$ cat config.mk
export PLATFORM = sky130hd
export DESIGN_NAME = rle_stream_expander
export DESIGN_NICKNAME = d
export VERILOG_FILES = /design/src/rtl/rle_stream_expander.sv
export SDC_FILE = /design/constraint.sdc
export NUM_CORES = 1
export LEC_CHECK = 0
export BUFFER_PORTS_ARGS = -buffer_cell sky130_fd_sc_hd__buf_2
export CELL_PAD_IN_SITES_DETAIL_PLACEMENT = 2
export CELL_PAD_IN_SITES_GLOBAL_PLACEMENT = 2
export CORE_UTILIZATION = 41
export DETAILED_ROUTE_END_ITERATION = 8
export PLACE_DENSITY_LB_ADDON = 0.1
export SETUP_SLACK_MARGIN = 0.05
export SLEW_MARGIN = 20
export SYNTH_ARGS = -nofsm -noshare
export SYNTH_HDL_FRONTEND = slang
export SYNTH_SLANG_ARGS = --single-unit
export TNS_END_PERCENT = 100
$ cat constraint.sdc
create_clock -name sclk -period 3.4 [get_ports sclk]
set_input_delay 0.34 -clock sclk [delete_from_list [all_inputs] [get_ports sclk]]
set_output_delay 0.34 -clock sclk [all_outputs]
set_load 0.03 [all_outputs]
$ cat src/rtl/rle_stream_expander.sv
// ----------------------------------------------------------------------------
// rle_stream_expander
//
// Purpose:
//   Decodes a serial run-length encoded bit stream into a parallel stream of
//   SYM_W-bit symbols. Serial tokens are deserialized and then queued in a
//   DEPTH-entry token FIFO. An emitter expands each queued token into one or
//   more symbols and honours backpressure from the consumer.
//
//   Token format, first bit first:
//     flag (1 = run, 0 = literal), symbol (SYM_W bits, MSB first),
//     count (COUNT_W bits, MSB first, run tokens only).
//   A run emits its symbol count+1 times. A literal emits its symbol once.
//
// Parameters:
//   SYM_W    symbol width in bits
//   COUNT_W  run-count field width (run length 1 .. 2**COUNT_W)
//   DEPTH    token FIFO entries, power of two, >= 2
//
// Ports:
//   sclk        in   sole clock, rising edge
//   rst         in   asynchronous active-high reset
//   serIn       in   encoded stream bit
//   serInValid  in   serIn is valid this cycle
//   stackFull   out  token FIFO full; the serial side is ready when this is low
//   symOut      out  current expanded symbol
//   outValid    out  symOut is valid
//   outReady    in   consumer accepts symOut
//   busy        out  partial token, queued tokens or emission in progress
// ----------------------------------------------------------------------------
module rle_stream_expander #(
    parameter int SYM_W   = 1,
    parameter int COUNT_W = 2,
    parameter int DEPTH   = 4
) (
    input  logic             sclk,
    input  logic             rst,
    input  logic             serIn,
    input  logic             serInValid,
    output logic             stackFull,
    output logic [SYM_W-1:0] symOut,
    output logic             outValid,
    input  logic             outReady,
    output logic             busy
);

    // ------------------------------------------------------------------------
    // Derived widths
    // ------------------------------------------------------------------------
    localparam int MAX_FIELD = (SYM_W > COUNT_W) ? SYM_W : COUNT_W;
    localparam int BC_W      = $clog2(MAX_FIELD + 1);
    localparam int PTR_W     = $clog2(DEPTH);
    localparam int OCC_W     = PTR_W + 1;
    localparam int TOK_W     = SYM_W + COUNT_W;

    // Deserializer states
    localparam logic [1:0] D_FLAG = 2'd0;
    localparam logic [1:0] D_SYM  = 2'd1;
    localparam logic [1:0] D_CNT  = 2'd2;

    // Emitter states
    localparam logic [0:0] E_IDLE = 1'b0;
    localparam logic [0:0] E_EMIT = 1'b1;

    // ------------------------------------------------------------------------
    // Deserializer registers
    // ------------------------------------------------------------------------
    logic [1:0]         d_state_q, d_state_d;
    logic               d_flag_q,  d_flag_d;
    logic [SYM_W-1:0]   d_sym_q,   d_sym_d;
    logic [COUNT_W-1:0] d_cnt_q,   d_cnt_d;
    logic [BC_W-1:0]    d_bit_q,   d_bit_d;

    // ------------------------------------------------------------------------
    // FIFO registers
    // ------------------------------------------------------------------------
    logic [TOK_W-1:0]   fifo_mem [DEPTH];
    logic [PTR_W-1:0]   wr_ptr_q,  wr_ptr_d;
    logic [PTR_W-1:0]   rd_ptr_q,  rd_ptr_d;
    logic [OCC_W-1:0]   occ_q,     occ_d;

    // ------------------------------------------------------------------------
    // Emitter registers
    // ------------------------------------------------------------------------
    logic [0:0]         e_state_q, e_state_d;
    logic [SYM_W-1:0]   e_sym_q,   e_sym_d;
    logic [COUNT_W-1:0] e_rem_q,   e_rem_d;

    // ------------------------------------------------------------------------
    // Handshake and datapath nets
    // ------------------------------------------------------------------------
    logic               bit_acc;
    logic               push;
    logic [SYM_W-1:0]   push_sym;
    logic [COUNT_W-1:0] push_cnt;
    logic               pop;
    logic               fifo_empty;
    logic [TOK_W-1:0]   head_tok;
    logic [SYM_W-1:0]   head_sym;
    logic [COUNT_W-1:0] head_cnt;
    logic               out_fire;
    logic               last_sym;
    logic [SYM_W-1:0]   sym_shift;
    logic [COUNT_W-1:0] cnt_shift;

    // A bit is consumed only when the source offers it and there is room for
    // the token it may complete.
    assign bit_acc = serInValid & ~stackFull;

    // Shift-left-with-new-LSB for the symbol and count fields. Single-bit
    // fields are simply replaced by the incoming bit.
    if (SYM_W == 1) begin : g_sym_shift_1
        assign sym_shift = serIn;
    end else begin : g_sym_shift_n
        assign sym_shift = {d_sym_q[SYM_W-2:0], serIn};
    end

    if (COUNT_W == 1) begin : g_cnt_shift_1
        assign cnt_shift = serIn;
    end else begin : g_cnt_shift_n
        assign cnt_shift = {d_cnt_q[COUNT_W-2:0], serIn};
    end

    // ------------------------------------------------------------------------
    // Deserializer next-state logic
    // ------------------------------------------------------------------------
    always_comb begin
        d_state_d = d_state_q;
        d_flag_d  = d_flag_q;
        d_sym_d   = d_sym_q;
        d_cnt_d   = d_cnt_q;
        d_bit_d   = d_bit_q;
        push      = 1'b0;
        push_sym  = d_sym_q;
        push_cnt  = '0;

        case (d_state_q)
            D_FLAG: begin
                if (bit_acc) begin
                    d_flag_d  = serIn;
                    d_bit_d   = '0;
                    d_state_d = D_SYM;
                end
            end

            D_SYM: begin
                if (bit_acc) begin
                    d_sym_d = sym_shift;
                    if (d_bit_q == BC_W'(SYM_W - 1)) begin
                        d_bit_d = '0;
                        if (d_flag_q) begin
                            d_cnt_d   = '0;
                            d_state_d = D_CNT;
                        end else begin
                            // Literal: stored as a run of one so the
                            // emitter treats both token kinds alike.
                            push      = 1'b1;
                            push_sym  = sym_shift;
                            push_cnt  = '0;
                            d_state_d = D_FLAG;
                        end
                    end else begin
                        d_bit_d = d_bit_q + 1'b1;
                    end
                end
            end

            D_CNT: begin
                if (bit_acc) begin
                    d_cnt_d = cnt_shift;
                    if (d_bit_q == BC_W'(COUNT_W - 1)) begin
                        push      = 1'b1;
                        push_sym  = d_sym_q;
                        push_cnt  = cnt_shift;
                        d_bit_d   = '0;
                        d_state_d = D_FLAG;
                    end else begin
                        d_bit_d = d_bit_q + 1'b1;
                    end
                end
            end

            default: begin
                d_state_d = D_FLAG;
                d_bit_d   = '0;
            end
        endcase
    end

    always_ff @(posedge sclk or posedge rst) begin
        if (rst) begin
            d_state_q <= D_FLAG;
            d_flag_q  <= 1'b0;
            d_sym_q   <= '0;
            d_cnt_q   <= '0;
            d_bit_q   <= '0;
        end else begin
            d_state_q <= d_state_d;
            d_flag_q  <= d_flag_d;
            d_sym_q   <= d_sym_d;
            d_cnt_q   <= d_cnt_d;
            d_bit_q   <= d_bit_d;
        end
    end

    // ------------------------------------------------------------------------
    // Token FIFO
    // ------------------------------------------------------------------------
    assign fifo_empty = (occ_q == '0);
    assign stackFull  = (occ_q == OCC_W'(DEPTH));

    // Storage carries no reset; validity is tracked by the occupancy count.
    always_ff @(posedge sclk) begin
        if (push) begin
            fifo_mem[wr_ptr_q] <= {push_sym, push_cnt};
        end
    end

    // Head entry feeds the emitter registers, which act as the read stage.
    assign head_tok = fifo_mem[rd_ptr_q];
    assign head_sym = head_tok[TOK_W-1:COUNT_W];
    assign head_cnt = head_tok[COUNT_W-1:0];

    always_comb begin
        // Pointers wrap naturally because DEPTH is a power of two.
        wr_ptr_d = push ? (wr_ptr_q + 1'b1) : wr_ptr_q;
        rd_ptr_d = pop  ? (rd_ptr_q + 1'b1) : rd_ptr_q;
        occ_d    = occ_q;
        case ({push, pop})
            2'b10:   occ_d = occ_q + 1'b1;
            2'b01:   occ_d = occ_q - 1'b1;
            default: occ_d = occ_q;
        endcase
    end

    always_ff @(posedge sclk or posedge rst) begin
        if (rst) begin
            wr_ptr_q <= '0;
            rd_ptr_q <= '0;
            occ_q    <= '0;
        end else begin
            wr_ptr_q <= wr_ptr_d;
            rd_ptr_q <= rd_ptr_d;
            occ_q    <= occ_d;
        end
    end

    // ------------------------------------------------------------------------
    // Emitter
    // ------------------------------------------------------------------------
    assign outValid = (e_state_q == E_EMIT);
    assign symOut   = e_sym_q;
    assign out_fire = outValid & outReady;
    assign last_sym = (e_rem_q == '0);

    // Pop when idle, or on the final handshake of the current token so the
    // next token follows without a bubble.
    assign pop = ~fifo_empty & ((e_state_q == E_IDLE) | (out_fire & last_sym));

    always_comb begin
        e_state_d = e_state_q;
        e_sym_d   = e_sym_q;
        e_rem_d   = e_rem_q;

        case (e_state_q)
            E_IDLE: begin
                if (pop) begin
                    e_sym_d   = head_sym;
                    e_rem_d   = head_cnt;
                    e_state_d = E_EMIT;
                end
            end

            E_EMIT: begin
                if (out_fire) begin
                    if (!last_sym) begin
                        // Only decrements while non-zero, so it never wraps.
                        e_rem_d = e_rem_q - 1'b1;
                    end else if (pop) begin
                        e_sym_d = head_sym;
                        e_rem_d = head_cnt;
                    end else begin
                        e_state_d = E_IDLE;
                    end
                end
            end

            default: begin
                e_state_d = E_IDLE;
            end
        endcase
    end

    always_ff @(posedge sclk or posedge rst) begin
        if (rst) begin
            e_state_q <= E_IDLE;
            e_sym_q   <= '0;
            e_rem_q   <= '0;
        end else begin
            e_state_q <= e_state_d;
            e_sym_q   <= e_sym_d;
            e_rem_q   <= e_rem_d;
        end
    end

    // ------------------------------------------------------------------------
    // Status
    // ------------------------------------------------------------------------
    assign busy = (d_state_q != D_FLAG) | ~fifo_empty | outValid;

endmodule

# Yosys cells after proc, flatten, opt, wreduce, memory -nomap -nowiden
# Memories as Yosys holds them, arrays and structs flattened.
# Cells that the tools add are included.
# op_classes
n_addsub	6
n_eq_ne	14
muxes	46
bitwise	10
reduce_logical	13
# ops
operator	n
2-to-1 mux 2 bit	17
2-to-1 mux 1 bit	21
!= test 2 bit, second input constant	6
case mux 2 bit (3 select lines)	2
AND reduction 5 bit	2
case mux 1 bit (2 select lines)	4
adder 2 x 1 -> 2 bit, second input constant	3
== test 2 x 1 -> 1 bit, second input constant	3
logical NOT 2 bit	3
case mux 3 bit (2 select lines)	1
AND reduction 2 bit	3
nonzero test 2 bit	3
bitwise AND 1 bit	4
== test 2 bit, second input constant	2
!= test 2 x 1 -> 1 bit, second input constant	2
case mux 2 bit (2 select lines)	1
adder 3 x 1 -> 3 bit, second input constant	1
== test 3 bit, second input constant	1
logical NOT 3 bit	1
NOT 1 bit	3
OR 1 bit	3
AND reduction 3 bit	1
subtractor 3 x 1 -> 3 bit, second input constant	1
subtractor 2 x 1 -> 2 bit, second input constant	1
# word_totals
reg_bits	18
ramBits	12
inputBits	5
output_inout_bits	4
n_memories	1
# mem_list
memory	words	word_bits	rd	rd_clocked_by_memory_dff	write_ports	line_no	rtl
fifo_mem	4	3	1	0	1	77	logic [TOK_W-1:0] fifo_mem [DEPTH];

# Depth between registers and ports, before layout
# Gate-level depths: netlist of the first run.
# logic_depth
ltp_word	8
ltp_mapped	14
ltp_nobuf	12

# Worst setup path before layout of the first run
# No wires, ideal clock.
# synth_path
path_kind	reg2reg
start	reg occ_q[1]
end	reg occ_q[2]
setup_ns	0.079
arrival_time_ns	2.370
required_ns	3.321
slack_ns	0.951
path_stages_with_launch	13
path_buffers	2
period_less_slack_ns	2.449
path_cell_list	dfrtp_1 or3b_1 and2_4 buf_6 and3_4 buf_6 inv_1 ha_1 inv_1 fa_1 xor2_1 nor2_1 xor2_1
# synth_via
elab_chain_cells	7
word_cells_on_any_way	15
cone_classes	2 x add/sub; 3 x eq/ne; 4 x mux; 4 x bitwise; 2 x reduce/logical
# synth_lines
item	line_no	rtl
from (decl)	80	logic [OCC_W-1:0] occ_q, occ_d;
from (signal assigned)	240	occ_q <= '0;
from (signal assigned)	244	occ_q <= occ_d;
== test 3 bit	210	assign stackFull = (occ_q == OCC_W'(DEPTH));
NOT 1 bit	108	assign bit_acc = serInValid & ~stackFull;
bitwise AND 1 bit	108	
2-to-1 mux 1 bit, on equally long branches	169, 147	
case mux 1 bit (2 select lines)	137	case (d_state_q)
== test 2 x 1 -> 1 bit / == test 2 bit (equally long branches)	229	case ({push, pop})
case mux 3 bit (2 select lines) / nonzero test 2 bit (equally long branches)	n/a	
# Parallel ways exist; a longest one is shown, timed or not.
# A chain may end at the register's enable or synchronous reset.

# Worst setup path after layout of the first run
# Ends and elaborated chain as after synthesis.

==> summary.md, run 1 <==
| Metric | Value |
|---|---|
| Final setup fails | `0` |
| Synth-to-layout area growth | `9.07%` |
| CP startpoint kind | `flip-flop` |
| Remaining antenna violation count | `0` |
| Number of synthesized flops with an enable pin | `12` |
| Fillers | `392` |
| GR peak layer | `met2` |
| Synth top area cells | `dfrtp_1 (28%), edfxtp_1 (23%), ha_1 (8.7%)` |
| FMAX | `392 MHz` |
| Tmin final | `2.55 ns` |
| Final #Nets | `158` |
| Layout cells sized above 1 | `18.3%` |
| Maximum number of pins on one net before global-route repair | `19` |
| Syn Area/Cell | `12.0 um2` |
| Critical Path Fanout Max | `8` |
| I/O Pins | `9` |
| Fin cells | `190` |
| Commonest non-fill, non-tap cell in the layout | `dfrtp_1` |
| Initial Utilization | `43.0%` |
| Syn Inst Count | `132` |
| Hold_buf cts | `0` |
| DPL Wire Length | `2.66 mm` |
| Final hold vios | `0` |
| Skew-Pair Late Insertion Delay | `0.28 ns` |
| Post-route DRC | `0` |
| Detailed Routing Iterations Pass 1 | `4` |
| Cell Int Power | `943 uW` |
| Met3 usage | `5.89%` |
| Biggest area consumer among synthesized cells | `dfrtp_1` |
| Port bufs | `8` |
| Maximum vdd drop | `305 uV` |
| N_diodes | `0` |
| Final wirelength | `3.40 mm` |
| First-pass GRT wire length | `5.76 mm` |
| P per Cell Area | `895 mW/mm2` |
| Setup TNS | `0 ns` |
| Setup Fix Bufs, Post-CTS | `0` |
| Synth unique cells | `37` |
| Max cap viols | `0` |
| Switch share | `39.1%` |
| Crit. End Element | `flip-flop` |
| R2R cell count | `10` |
| Vias per Instance | `5.24` |
| RSZ-0062 raised after global routing | `no` |
| Syn Nets | `149` |
| Grt ovf | `0` |
| FF+latch count, synth | `30` |
| Min Hold Slack | `0.187 ns` |
| Clock-pin slew on the worst setup and hold paths | `0.06 ns` |
| Period Utilization, post-route | `75.1%` |
| Clock power share | `17.5%` |
| Iter 0 DRT Violations | `28` |
| H-tree depth | `2` |
| Slew headroom | `49.2%` |
| Top cell type's share of synthesized area | `28.4%` |
| Commonest cells after routing, fill and taps aside | `dfrtp_1 (18), nand2_1 (15), inv_1 (14), edfxtp_1 (12), ha_1 (11)` |
| Outcome | `finished, final reports clean` |
| Core Region | `0.00369 mm2` |
| CTS Root Buffer Type | `clkbuf_8` |
| Pleak | `0.732 nW` |
| Net Sw Power | `606 uW` |
| Req. time, crit path | `3.60 ns` |
| Area occupied by multi-input gates | `686 um2` |
| Setup CP Type | `reg -> reg` |
| Grt met2 use | `35.5%` |
| CTS resizes | `0` |
| Reg power frac | `39.6%` |
| Site Rows | `22` |
| CTS Buffer Depth | `2` |
| Die span in y | `64.2 um` |
| Wirelength per Cell | `17.9 um` |
| Worst slack, placed | `0.823 ns` |
| Placed instance count | `182` |
| Synth Warn # | `0` |
| Number of global-route vias before repair | `1144` |
| Main synth FF type | `dfrtp_1` |
| GP Congestion | `0.719` |
| CTS Buf Count | `5` |
| M1 GR Usage | `21.4%` |
| Die Area | `0.00412 mm2` |
| Chip width | `64.2 um` |
| Worst clock skew | `0.00326 ns` |
| Total GRT Usage | `19.3%` |
| Worst Setup Slack, final | `0.848 ns` |
| Initial antenna violation count | `0` |
| Register Area | `811 um2` |
| Post-synth ARST share | `60.0%` |
| CTS tree | `built` |
| Clock sink total | `30` |
| Max-slew violations | `0` |
| WP data arrival | `2.75 ns` |
| Hold Crit Class | `in -> async` |
| Via count | `996` |
| Worst slew pin tran | `0.761 ns` |
| Combinational power share | `42.9%` |
| Fraction of the yosys area taken by sequential cells | `51.1%` |
| Final design utilization | `46.9%` |
| Synth Cell Area | `0.00159 mm2` |
-- layer usage --
metal	share of wire, %	routed length, um
met1	42	1430
met2	54	1850
met3	2.6	88
met4	1.1	38
met5	0	0
-- cell usage after synthesis (3+ instances only) --
cell,n
a21oi_1,3
dfrtp_1,18
xor2_1,3
inv_1,14
nand2_1,15
mux2_2,5
xnor2_1,3
o21ai_0,4
ha_1,11
and2_1,6
edfxtp_1,12
mux4_2,3
clkbuf_1,4
-- final cells by class --
class | instances | share of cell area [%]
Sequential cell | 30 | 46.9
Multi-Input combinational cell | 82 | 39.6
Clock buffer | 6 | 4.19
Tap cell | 48 | 3.47
Inverter | 14 | 3.04
Timing Repair Buffer | 8 | 2.31
Clock inverter | 2 | 0.506
-- cell families after synthesis --
group                    count (synthesis)  synth area share (%)
XOR/XNOR                                 6                  3.31
AND/OR/NAND/NOR                         38                  13.6
flip-flops                              30                  51.1
adder cells (fa/ha/maj)                 12                  9.94
multiplexers                            11                  10.0
AO/OA/AOI/OAI                           15                  6.31
buffers and inverters                   20                  5.68
-- per-stage QoR --
| stage | power [mW] | cell area, um2 |
|---|---|---|
| finish | 1.55 | 1730 |
| global route | 1.67 | 1730 |
| CTS | 1.58 | 1730 |
| detailed placement | 1.30 | 1650 |
| global placement | 1.23 | 1650 |
| floorplan | 1.12 | 1590 |
-- final timing paths --
check	startpoint	to	slack [ns]
max	occ_q[1]	occ_q[2]	0.85
min in group sclk	serIn	d_cnt_q[0]	0.37
max reg2reg	occ_q[1]	occ_q[2]	0.85
min	rst	outValid	0.19
max in group asynchronous	rst	d_bit_q[1]	2.73
min reg2reg	d_cnt_q[0]	d_cnt_q[0]	0.50
-- registers in the layout, indices dropped and copies added, names as in the netlist, 2 cells and up --
register	flops
fifo_mem	12
rd_ptr_q	2
d_state_q	2
occ_q	3
e_rem_q	2
d_bit_q	2
wr_ptr_q	2
-- power groups by stage --
stage               Combinational [mW]  Sequential [mW]  Clock, mW
CTS                              0.681            0.618      0.277
finish                           0.664            0.614      0.271
floorplan                        0.529            0.586          0
global placement                 0.623            0.608          0
detailed placement               0.674            0.624          0
global route                     0.744            0.636      0.292
-- critical path, cell delays in order (launching register included) --
cell and delay, ns:
dfrtp_1 0.43, or3b_1 0.45, and2_4 0.22, and3_4 0.20
inv_1 0.07, ha_1 0.17, inv_1 0.06, fa_1 0.38
xor2_1 0.17, nor2_1 0.14, xor2_1 0.18
Note: power is estimated with default switching activity, not from simulation.
==> inputs of run 2 (changes only) <==
==> constraint.sdc (replaced) <==
create_clock -name sclk -period 2.5 [get_ports sclk]
set_input_delay 0.25 -clock sclk [delete_from_list [all_inputs] [get_ports sclk]]
set_output_delay 0.25 -clock sclk [all_outputs]
set_load 0.03 [all_outputs]
==> run 2 against run 1 <==
Clock power is 120% higher. Clock skew is 0.0029 ns higher. Register-to-register slack worse by 0.72 ns. Via count is 4.8% higher. Sequential power is 34% higher. Combinational power is 69% higher. Utilization is 3.7 points higher. Final area is 8.0% higher. First-iteration DRC count is 86% higher.
==> summary.md, run 2 (synthesis results as in run 1) <==
| Metric | Value |
|---|---|
| Min Hold Slack | `0.0728 ns (was 0.187 ns)` |
| Buf/Inv on CP | `2 (unchanged)` |
| CP startpoint kind | `flip-flop (unchanged)` |
| Initial antenna violation count | `0 (unchanged)` |
| Hold_buf cts | `0 (unchanged)` |
| Port bufs | `8 (unchanged)` |
| Crit path top cell by count | `xor2_1` |
| CP top delay family | `simple AND/OR/NAND/NOR gates (unchanged)` |
| Top flop regs | `fifo_mem (12), occ_q (3) (unchanged)` |
| CTS Root Buffer Type | `clkbuf_8 (unchanged)` |
| Detailed Routing Iterations Pass 1 | `4 (unchanged)` |
| Final setup fails | `0 (unchanged)` |
| N_diodes | `0 (unchanged)` |
| GP Congestion | `0.718 (was 0.719)` |
| H-tree depth | `2 (unchanged)` |
| Crit. End Element | `flip-flop (unchanged)` |
| Commonest non-fill, non-tap cell in the layout | `dfrtp_1 (unchanged)` |
| Outcome | `finished, final reports clean (unchanged)` |
| Final hold vios | `0 (unchanged)` |
| Maximum vdd drop | `461 uV (was 305 uV)` |
| Critical Path Fanout Max | `3 (was 8)` |
| Slowest stage delay, CP | `0.41 ns (was 0.45 ns)` |
| CTS Buf Count | `5 (unchanged)` |
| Post-route DRC | `0 (unchanged)` |
| Period Utilization, post-route | `95.1% (was 75.1%)` |
| Setup TNS | `0 ns (unchanged)` |
| Final #Nets | `166 (was 158)` |
| Maximum number of pins on one net before global-route repair | `19 (unchanged)` |
| Fin cells | `198 (was 190)` |
| Max reg flops | `12 (unchanged)` |
| CTS tree | `built (unchanged)` |
| Cell Area, Placed | `0.00166 mm2 (was 0.00165 mm2)` |
| Worst slack, placed | `-0.00501 ns (was 0.823 ns)` |
| Post-route design area | `0.00187 mm2 (was 0.00173 mm2)` |
| Setup CP Type | `reg -> reg (unchanged)` |
| Worst slew pin tran | `0.744 ns (was 0.761 ns)` |
| Area occupied by multi-input gates | `712 um2 (was 686 um2)` |
| Pleak | `0.795 nW (was 0.732 nW)` |
| Vias per Instance | `5.27 (was 5.24)` |
| Clock sink total | `30 (unchanged)` |
| Iter 0 DRT Violations | `52 (was 28)` |
| Die span in y | `64.2 um (unchanged)` |
| Commonest cells after routing, fill and taps aside | `dfrtp_1 (18), nand2_1 (15), inv_1 (13), edfxtp_1 (12), ha_1 (9) (was dfrtp_1 (18), nand2_1 (15), inv_1 (14), edfxtp_1 (12), ha_1 (11))` |
| Grt ovf | `0 (unchanged)` |
| CTS Buffer Depth | `2 (unchanged)` |
| WP data arrival | `2.58 ns (was 2.75 ns)` |
| Total GRT Usage | `23.6% (was 19.3%)` |
| Top reg by flops | `fifo_mem (unchanged)` |
| Worst Setup Slack, final | `0.124 ns (was 0.848 ns)` |
| Wirelength per Cell | `21.0 um (was 17.9 um)` |
| Slew headroom | `50.4% (was 49.2%)` |
| P per Cell Area | `1360 mW/mm2 (was 895 mW/mm2)` |
| Chip width | `64.2 um (unchanged)` |
| Core Region | `0.00369 mm2 (unchanged)` |
| Skew-Pair Late Insertion Delay | `0.29 ns (was 0.28 ns)` |
| FMAX | `421 MHz (was 392 MHz)` |
| RSZ-0062 raised after global routing | `no (unchanged)` |
| DPL Wire Length | `2.79 mm (was 2.66 mm)` |
| Worst clock skew | `0.00620 ns (was 0.00326 ns)` |
| Register Area | `811 um2 (unchanged)` |
| Remaining antenna violation count | `0 (unchanged)` |
| Worst-path cell chain | `or3b_4 -> and2_4 -> and3_4 -> inv_2 -> ha_2 -> inv_1 -> fa_2 -> xor2_1 -> nor2_2 -> xor2_1 (was or3b_1 -> and2_4 -> and3_4 -> inv_1 -> ha_1 -> inv_1 -> fa_1 -> xor2_1 -> nor2_1 -> xor2_1)` |
| Initial Utilization | `43.0% (unchanged)` |
| Synth-to-layout area growth | `17.7% (was 9.07%)` |
| Final wirelength | `4.16 mm (was 3.40 mm)` |
| Layout cells sized above 1 | `28.0% (was 18.3%)` |
| I/O Pins | `9 (unchanged)` |
| Fillers | `375 (was 392)` |
| Max-slew violations | `0 (unchanged)` |
| Hold Crit Class | `in -> async (unchanged)` |
| Number of global-route vias before repair | `1224 (was 1144)` |
| Placed instance count | `184 (was 182)` |
| Tmin final | `2.38 ns (was 2.55 ns)` |
| Max cap viols | `0 (unchanged)` |
| Clock-pin slew on the worst setup and hold paths | `0.07 ns (was 0.06 ns)` |
| Via count | `1044 (was 996)` |
| First-pass GRT wire length | `6.80 mm (was 5.76 mm)` |
| Die Area | `0.00412 mm2 (unchanged)` |
| Site Rows | `22 (unchanged)` |
| Req. time, crit path | `2.70 ns (was 3.60 ns)` |
| Crit-path slowest cell | `or3b_4 (was or3b_1)` |
==> run 2: metrics by stage <==
| step | total power [mW] | utilization (%) |
|---|---|---|
| global route | 2.71 | 50.6 |
| floorplan | 1.52 | - |
| detailed placement | 1.80 | 45.1 |
| global placement | 1.70 | 45.1 |
| finish | 2.54 | 50.6 |
| CTS | 2.54 | 50.4 |
==> run 2: power by group <==
part | switching (mW) | leakage [nW] | internal (mW)
clock | 0.204 | 0.0658 | 0.395
combinational | 0.604 | 0.406 | 0.513
sequential | 0.143 | 0.323 | 0.682
total | 0.950 | 0.795 | 1.59
==> run 2: per-layer routing <==
metal	track usage, %	share of wire (%)	vias to the layer above
met5	0	0	-
met4	13.3	4.0	0
met3	5.54	2.3	12
met2	41.6	54	18
met1	25.9	40	526
li1	-	-	488
==> run 2: cell type report <==
type                       count  share of cell area [%]
clock buffer                   5                    3.68
clock inverter                 3                    3.42
inverter                      14                    2.81
multi-input combinational     82                    38.1
sequential                    30                    43.4
tap                           48                    3.22
timing repair buffer          16                    5.36
==> run 2: path summary, 6_finish.rpt <==
path / cells past startpoint / startpoint / slack [ns] / endpoint
worst max-delay path: 10 / occ_q[1] / 0.12 / occ_q[2]
worst min-delay path: 2 / rst / 0.07 / rd_ptr_q[1]
worst max register to register: 10 / occ_q[1] / 0.12 / occ_q[2]
worst min register to register: 1 / d_cnt_q[0] / 0.49 / d_cnt_q[0]
max in group asynchronous: 2 / rst / 1.95 / d_state_q[0]
min in group sclk: 2 / serIn / 0.28 / d_flag_q
==> run 2: repair_timing <==
item / CTS / global route
pin swaps: 3 / 2
gates resized for setup: 6 / 3
setup buffers: 6 / 0
hold endpoints to repair: 0 / 0
endpoints found under the setup margin: 1 / 1
